[src/rtl/adpcm_code_unpacker.sv]
// adpcm_code_unpacker: MSB-first serial G.726 code-word deserializer with output FIFO (ADPCM_UNPACK_CNT_EN adds word_cnt)
module adpcm_code_unpacker #(
    parameter int FIFO_DEPTH = 2,
    parameter int IW = 5
) (
    input  logic          clk,
    input  logic          reset,
    input  logic [1:0]    rate,
    input  logic          ser_bit,
    input  logic          ser_valid,
    input  logic          frame_sync,
    output logic [IW-1:0] I,
    output logic          i_valid,
    input  logic          i_ready,
    output logic          sync_err,
    output logic          overflow
`ifdef ADPCM_UNPACK_CNT_EN
    ,
    output logic [15:0]   word_cnt
`endif
);
    localparam int AW = $clog2(FIFO_DEPTH);
    localparam int CW = AW + 1;

    typedef enum logic {HUNT, SHIFT} state_t;

    state_t        state_q, state_d;
    logic [1:0]    rate_q, rate_d;
    logic [2:0]    cnt_q, cnt_d;
    logic [IW-2:0] sh_q, sh_d;
    logic [2:0]    nb;
    logic          push, err;
    logic [IW-1:0] word;

    logic [IW-1:0] mem_q [FIFO_DEPTH];
    logic [AW-1:0] wp_q, rp_q;
    logic [CW-1:0] count_q, count_d;
    logic          full, pop, push_ok, drop;
    logic          sync_err_q, overflow_q;

    assign nb = {1'b0, rate_q} + 3'd2;

    // Deserializer: hunt for frame_sync, then shift contiguous words and flag mid-word resyncs
    always_comb begin
        state_d = state_q;
        rate_d  = rate_q;
        cnt_d   = cnt_q;
        sh_d    = sh_q;
        push    = 1'b0;
        err     = 1'b0;
        word    = {sh_q, ser_bit};
        if (ser_valid && frame_sync) begin
            state_d = SHIFT;
            rate_d  = rate;
            sh_d    = (IW-1)'(ser_bit);
            cnt_d   = 3'd1;
            err     = cnt_q != 3'd0;
        end else if (ser_valid && state_q == SHIFT) begin
            if (cnt_q + 3'd1 == nb) begin
                push  = 1'b1;
                cnt_d = 3'd0;
                sh_d  = '0;
            end else begin
                cnt_d = cnt_q + 3'd1;
                sh_d  = {sh_q[IW-3:0], ser_bit};
            end
        end
    end

    assign full    = count_q == CW'(FIFO_DEPTH);
    assign pop     = i_valid && i_ready;
    assign push_ok = push && (!full || pop);
    assign drop    = push && full && !pop;
    assign count_d = count_q + CW'(push_ok) - CW'(pop);

    // Deserializer state register
    always_ff @(posedge clk) begin
        if (reset) begin
            state_q    <= HUNT;
            rate_q     <= 2'b00;
            cnt_q      <= 3'd0;
            sh_q       <= '0;
            sync_err_q <= 1'b0;
        end else begin
            state_q    <= state_d;
            rate_q     <= rate_d;
            cnt_q      <= cnt_d;
            sh_q       <= sh_d;
            sync_err_q <= err;
        end
    end

    // Output FIFO; a push into a full FIFO lands only when the head is popped in the same cycle
    always_ff @(posedge clk) begin
        if (reset) begin
            for (int k = 0; k < FIFO_DEPTH; k++) mem_q[k] <= '0;
            wp_q       <= '0;
            rp_q       <= '0;
            count_q    <= '0;
            overflow_q <= 1'b0;
        end else begin
            if (push_ok) begin
                mem_q[wp_q] <= word;
                wp_q        <= wp_q + AW'(1);
            end
            if (pop) rp_q <= rp_q + AW'(1);
            count_q <= count_d;
            if (drop) overflow_q <= 1'b1;
        end
    end

`ifdef ADPCM_UNPACK_CNT_EN
    // Count words actually accepted into the FIFO
    always_ff @(posedge clk) begin
        if (reset) word_cnt <= 16'd0;
        else if (push_ok) word_cnt <= word_cnt + 16'd1;
    end
`endif

    assign I        = mem_q[rp_q];
    assign i_valid  = count_q != '0;
    assign sync_err = sync_err_q;
    assign overflow = overflow_q;
endmodule

[config.mk]
export PLATFORM = sky130hd
export DESIGN_NAME = adpcm_code_unpacker
export DESIGN_NICKNAME = d
export VERILOG_FILES = /design/src/rtl/adpcm_code_unpacker.sv
export SDC_FILE = /design/constraint.sdc
export NUM_CORES = 1
export LEC_CHECK = 0
export ABC_AREA = 1
export CAP_MARGIN = 30
export CORE_MARGIN = 2
export CORE_UTILIZATION = 36
export DETAILED_ROUTE_END_ITERATION = 10
export PLACE_DENSITY_LB_ADDON = 0.15
export SLEW_MARGIN = 20
export SYNTH_ARGS = -nofsm -noshare
export SYNTH_HDL_FRONTEND = slang
export SYNTH_SLANG_ARGS = --single-unit
[constraint.sdc]
create_clock -name clk -period 5.28 [get_ports clk]
set_input_delay 1.056 -clock clk [delete_from_list [all_inputs] [get_ports clk]]
set_output_delay 1.056 -clock clk [all_outputs]
set_load 0.1 [all_outputs]
Word level (Yosys, flattened, before mapping)
Memories as Yosys holds them, arrays and structs flattened. A register that Yosys moved wholly into a read port is not among the register bits.
Index checks and enable logic that the tools add are counted.
{"block": "classes", "n_eq_ne": 2, "mux": 19, "multipliers": 0, "add_sub_neg": 6, "bitwise": 1, "shifts": 0, "order_cmp": 0, "div_mod_pow": 0, "n_reduce_logical": 15}
{"operator": "$mux 1", "count": 16}
{"operator": "$logic_and 1x1->1", "count": 6}
{"operator": "$mux 5", "count": 1}
{"operator": "$reduce_or 5->1", "count": 1}
{"operator": "$mux 4", "count": 1}
{"operator": "$reduce_bool 2->1", "count": 2}
{"operator": "$reduce_or 2->1", "count": 2}
{"operator": "$add 2x2->3 const B", "count": 1}
{"operator": "$add 3x1->3 const B", "count": 1}
{"operator": "$eq 3x3->1", "count": 1}
{"operator": "$mux 3", "count": 1}
{"operator": "$reduce_bool 3->1", "count": 1}
{"operator": "$add 1x1->1 const B", "count": 2}
{"operator": "$add 2x1->2", "count": 1}
{"operator": "$eq 2x2->1 const B", "count": 1}
{"operator": "$logic_not 1->1", "count": 2}
{"operator": "$sub 2x1->2", "count": 1}
{"operator": "$logic_or 1x1->1", "count": 1}
{"operator": "$not 1->1", "count": 1}
{"block": "totals", "out_inout_bits": 8, "ramBits": 10, "reg_bits": 16, "in_bits": 8, "latchBits": 0, "wordCells": 55, "memories": 1, "romBits": 0}
{"name": "mem_q", "words": 2, "word_bits": 5, "read_ports": 1, "rd_ports_with_merged_regs": 1, "write_ports": 2, "line": "35", "rtl": "logic [IW-1:0] mem_q [FIFO_DEPTH];"}

Longest topological paths before layout
{"block": "logic_depth", "ltp_word": 11, "ltp_mapped": 14, "depth_no_buf": 14}

Worst setup path before layout
No wires, ideal clock.
{"block": "synth_path", "kind": "input -> register", "startpoint": "in ser_valid", "endpoint": "reg count_q[1]", "setup_time_ns": 0.120, "arrival_ns": 2.456, "required_ns": 5.160, "path_stages": 10, "path_slack_ns": 2.704, "cell_sequence": "nand2_1 -> or2_1 -> nor2_8 -> nand2_2 -> ha_1 -> inv_1 -> ha_1 -> xor2_1 -> o21ai_0 -> a21oi_1"}
{"block": "synth_between", "elab_chain_cells": 6, "word_cells_on_any_way": 7, "cone_classes": "2 x add/sub; 2 x mux; 3 x reduce/logical"}
{"item": "from (decl)", "line": "10", "rtl": "input logic ser_valid,"}
{"item": "$logic_and 1x1->1", "line": "58", "rtl": "end else if (ser_valid && state_q == SHIFT) begin"}
{"item": "$mux 1", "line": "58"}
{"item": "$mux 1 *", "line": "52", "rtl": "if (ser_valid && frame_sync) begin"}
{"item": "$logic_and 1x1->1 *", "line": "72", "rtl": "assign push_ok = push && (!full || pop);"}
{"item": "$add 2x1->2 *", "line": "74", "rtl": "assign count_d = count_q + CW'(push_ok) - CW'(pop);"}
{"item": "$sub 2x1->2 *", "line": "74"}
{"item": "to (signal assigned)", "line": "107", "rtl": "count_q <= count_d;"}
{"item": "to (decl)", "line": "37", "rtl": "logic [CW-1:0] count_q, count_d;"}
Mark *: on every way between the ends. The rest lies on a longest branch, timed or not.
A chain may end at the register's enable or synchronous reset.

==> flow_metrics.py <==
metrics = {
    "power": {
        "clock_power_share_pct": 20.3,
        "power.leakage_nw": 0.596,
        "power_per_cell_area_nw_per_um2": 298,
        "pwr-share-seq_pct": 53.9,
        "internal_power_w": 0.000289,
        "power_frac_comb_pct": 25.7,
        "swShare_pct": 34.1,
        "total_power_w": 0.000438,
        "vdd_drop_max_mv": 0.136,
        "power.switching_w": 0.000149,
    },
    "cts": {
        "cts-resized-gates": 0,
        "clkLatencyLatePin_ns": 0.32,
        "clock_sinks": 27,
        "clockRootBuffer": "clkbuf_4",
        "clock_path_buffers": 2,
        "numCtsBuffers": 3,
        "ctsHoldBuffers": 0,
        "clkSlewWorstSetupHoldPaths_ns": 0.14,
        "post_cts_buffers": 0,
        "cts_tree": "built",
        "ctsHtreeMaxLevel": 1,
    },
    "critical_path": {
        "ff2ff_path_depth": 14,
        "crit_arrival_ns": 2.12,
        "cp-start-kind": "register",
        "crit_path_max_fanout": 5,
        "required_ns": 4.22,
        "path_class": "register to primary output",
        "end_kind": "primary output",
    },
    "synthesis": {
        "synth_area_leader_cell": "dfxtp_1",
        "synth_top_area_share_pct": 27.6,
        "synth_cell_types": 22,
        "synth.area.top_cells": "dfxtp_1 28%, edfxtp_1 24%, nand2_1 7.3%, inv_1 6.1%, a21oi_1 5.3%",
        "ys_seq_area_share_pct": 51.9,
        "syn_area_um2": 1230,
        "ys_warn_count": 0,
        "synth.avg_cell_area_um2": 9.29,
        "synthCells": 133,
        "ys_ff_latch": 27,
        "syn_nets": 145,
    },
    "finish": {
        "stdcell_area_um2": 1470,
        "fillers": 355,
        "drive_above_1_share_pct": 10.5,
        "layout_commonest_cell": "nand2_1",
        "final_cell_mix": "24 x nand2_1, 20 x inv_1, 17 x dfxtp_1",
        "fin_nets": 165,
        "antennaDiodeCount": 0,
        "fin_util_pct": 44.4,
        "area_delta_synth_final_pct": 19.0,
    },
    "drt": {
        "dr.pass1.iters": 4,
        "vias": 873,
        "met1_length_mm": 1.04,
        "first_iter_violations": 19,
        "via_per_inst": 4.41,
        "wl_met3_um": 67,
        "highest_layer": "met4",
        "avgRoutedWirePerCell_um": 11.1,
        "drc": 0,
        "final_antenna_net_count": 0,
        "routed_wl_mm": 2.20,
        "met2_length_mm": 1.08,
    },
    "sta": {
        "hold_viol": 0,
        "fin_crit_sh_pct": 60.1,
        "worstMarginPinSlew_ns": 0.963,
        "whs_ns": 0.462,
        "setup-violations-final": 0,
        "finalClockSkew_ns": 0.00565,
        "rsz0062_at_grt": "false",
        "fin_setup_tns_ns": 0,
        "relSlewSlack_pct": 35.6,
        "post-route-min-period_ns": 3.18,
        "fmax_mhz": 315,
        "slew_viol_final": 0,
    },
    "placement": {
        "placed_area_um2": 1440,
        "gp_congestion": 0.801,
        "hpwlAfterDp_mm": 1.67,
        "io_buffers": 15,
    },
    "global_routing": {
        "grt_max_degree": 16,
        "grt_pass1_vias": 809,
        "grt_antenna_before_repair": 0,
        "grt_pass1_wl_mm": 3.77,
        "overflow": 0,
        "gr-usage-all-layers_pct": 12.2,
    },
    "floorplan": {
        "die_area_um2": 3920,
        "core_region_area_um2": 3310,
        "initial_core_util_pct": 37.3,
        "num_io_pins": 16,
        "die_h_um": 62.6,
        "dieWidth_um": 62.6,
        "rows": 21,
    },
    "run_status": {
        "status": "completed",
    },
    "worst_hold_path": {
        "hold_depth": 2,
        "hp-class": "register to register",
    },
    "run": {
        "cap_viol_max_count": 0,
    },
}
[logic make-up after synthesis]
group	Yosys count	share of synthesized area, %
AO/OA/AOI/OAI	23	9.32
buffers and inverters	22	6.69
adder cells (fa/ha/maj)	4	4.05
AND/OR/NAND/NOR	50	21.5
multiplexers	5	4.56
XOR/XNOR	2	2.03
flip-flops	27	51.9
[synth_stat cells, drive strengths merged]
cell	count
nand2	25
xor2	2
inv	20
or2	2
nand4	2
edfxtp	10
nand3	6
mux2	5
a21oi	13
nor3	1
ha	4
nor2	14
o21ai	10
clkinv	2
dfxtp	17
[state kept, by name (all words and copies together) (netlist names), named ones only]
| register | flops |
|---|---|
| cnt_q | 3 |
| sync_err | 1 |
| mem_q | 10 |
| rate_q | 2 |
| sh_q | 4 |
| overflow | 1 |
| count_q | 2 |
| wp_q | 1 |
| rp_q | 1 |
| state_q | 1 |
[stage by stage]
step           worst slack (ns)  instances
6_report                   2.10        198
2_1_floorplan              2.70        133
3_5_place_dp               2.11        194
4_1_cts                    2.07        198
5_1_grt                    2.01        198
3_3_place_gp               2.17        194
[power groups by stage]
stage / Sequential (W) / Combinational, W / Clock (W)
after global placement: 0.000241 / 0.000112 / 0
after floorplan: 0.000240 / 0.0000865 / 0
final: 0.000236 / 0.000113 / 0.0000890
after global routing: 0.000238 / 0.000120 / 0.000107
after CTS: 0.000236 / 0.000114 / 0.0000921
after detailed placement: 0.000241 / 0.000113 / 0
[cell type report]
cell class	instances	area [um^2]	area share [%]
multi-input cells	84	512	34.8
well taps	46	57.6	3.91
inverters	22	82.6	5.62
repair buffers	15	150	10.2
flip-flops and latches	27	641	43.6
clock inverters	1	5.00	0.340
clock buffers	3	22.5	1.53
[layer usage]
| metal | global-route usage, % | vias up |
|---|---|---|
| li1 | - | 470 |
| met1 | 16.6 | 390 |
| met2 | 19.2 | 11 |
| met3 | 2.16 | 2 |
| met4 | 5.00 | 0 |
| met5 | 0 | - |
[worst paths after layout]
check             startpoint    endpoint  slack [ns]
setup / recovery    register        I[2]        2.10
hold / removal      overflow    overflow        0.46
setup reg to reg    cnt_q[0]  count_q[1]        2.84
hold reg to reg     overflow    overflow        0.46
[worst max-delay path, stage by stage, from the launching register on]
cell             delay (ns)
dfxtp_1                0.46
mux2_2                 0.37
clkdlybuf4s50_1        0.96
(Power assumes the default switching activity.)
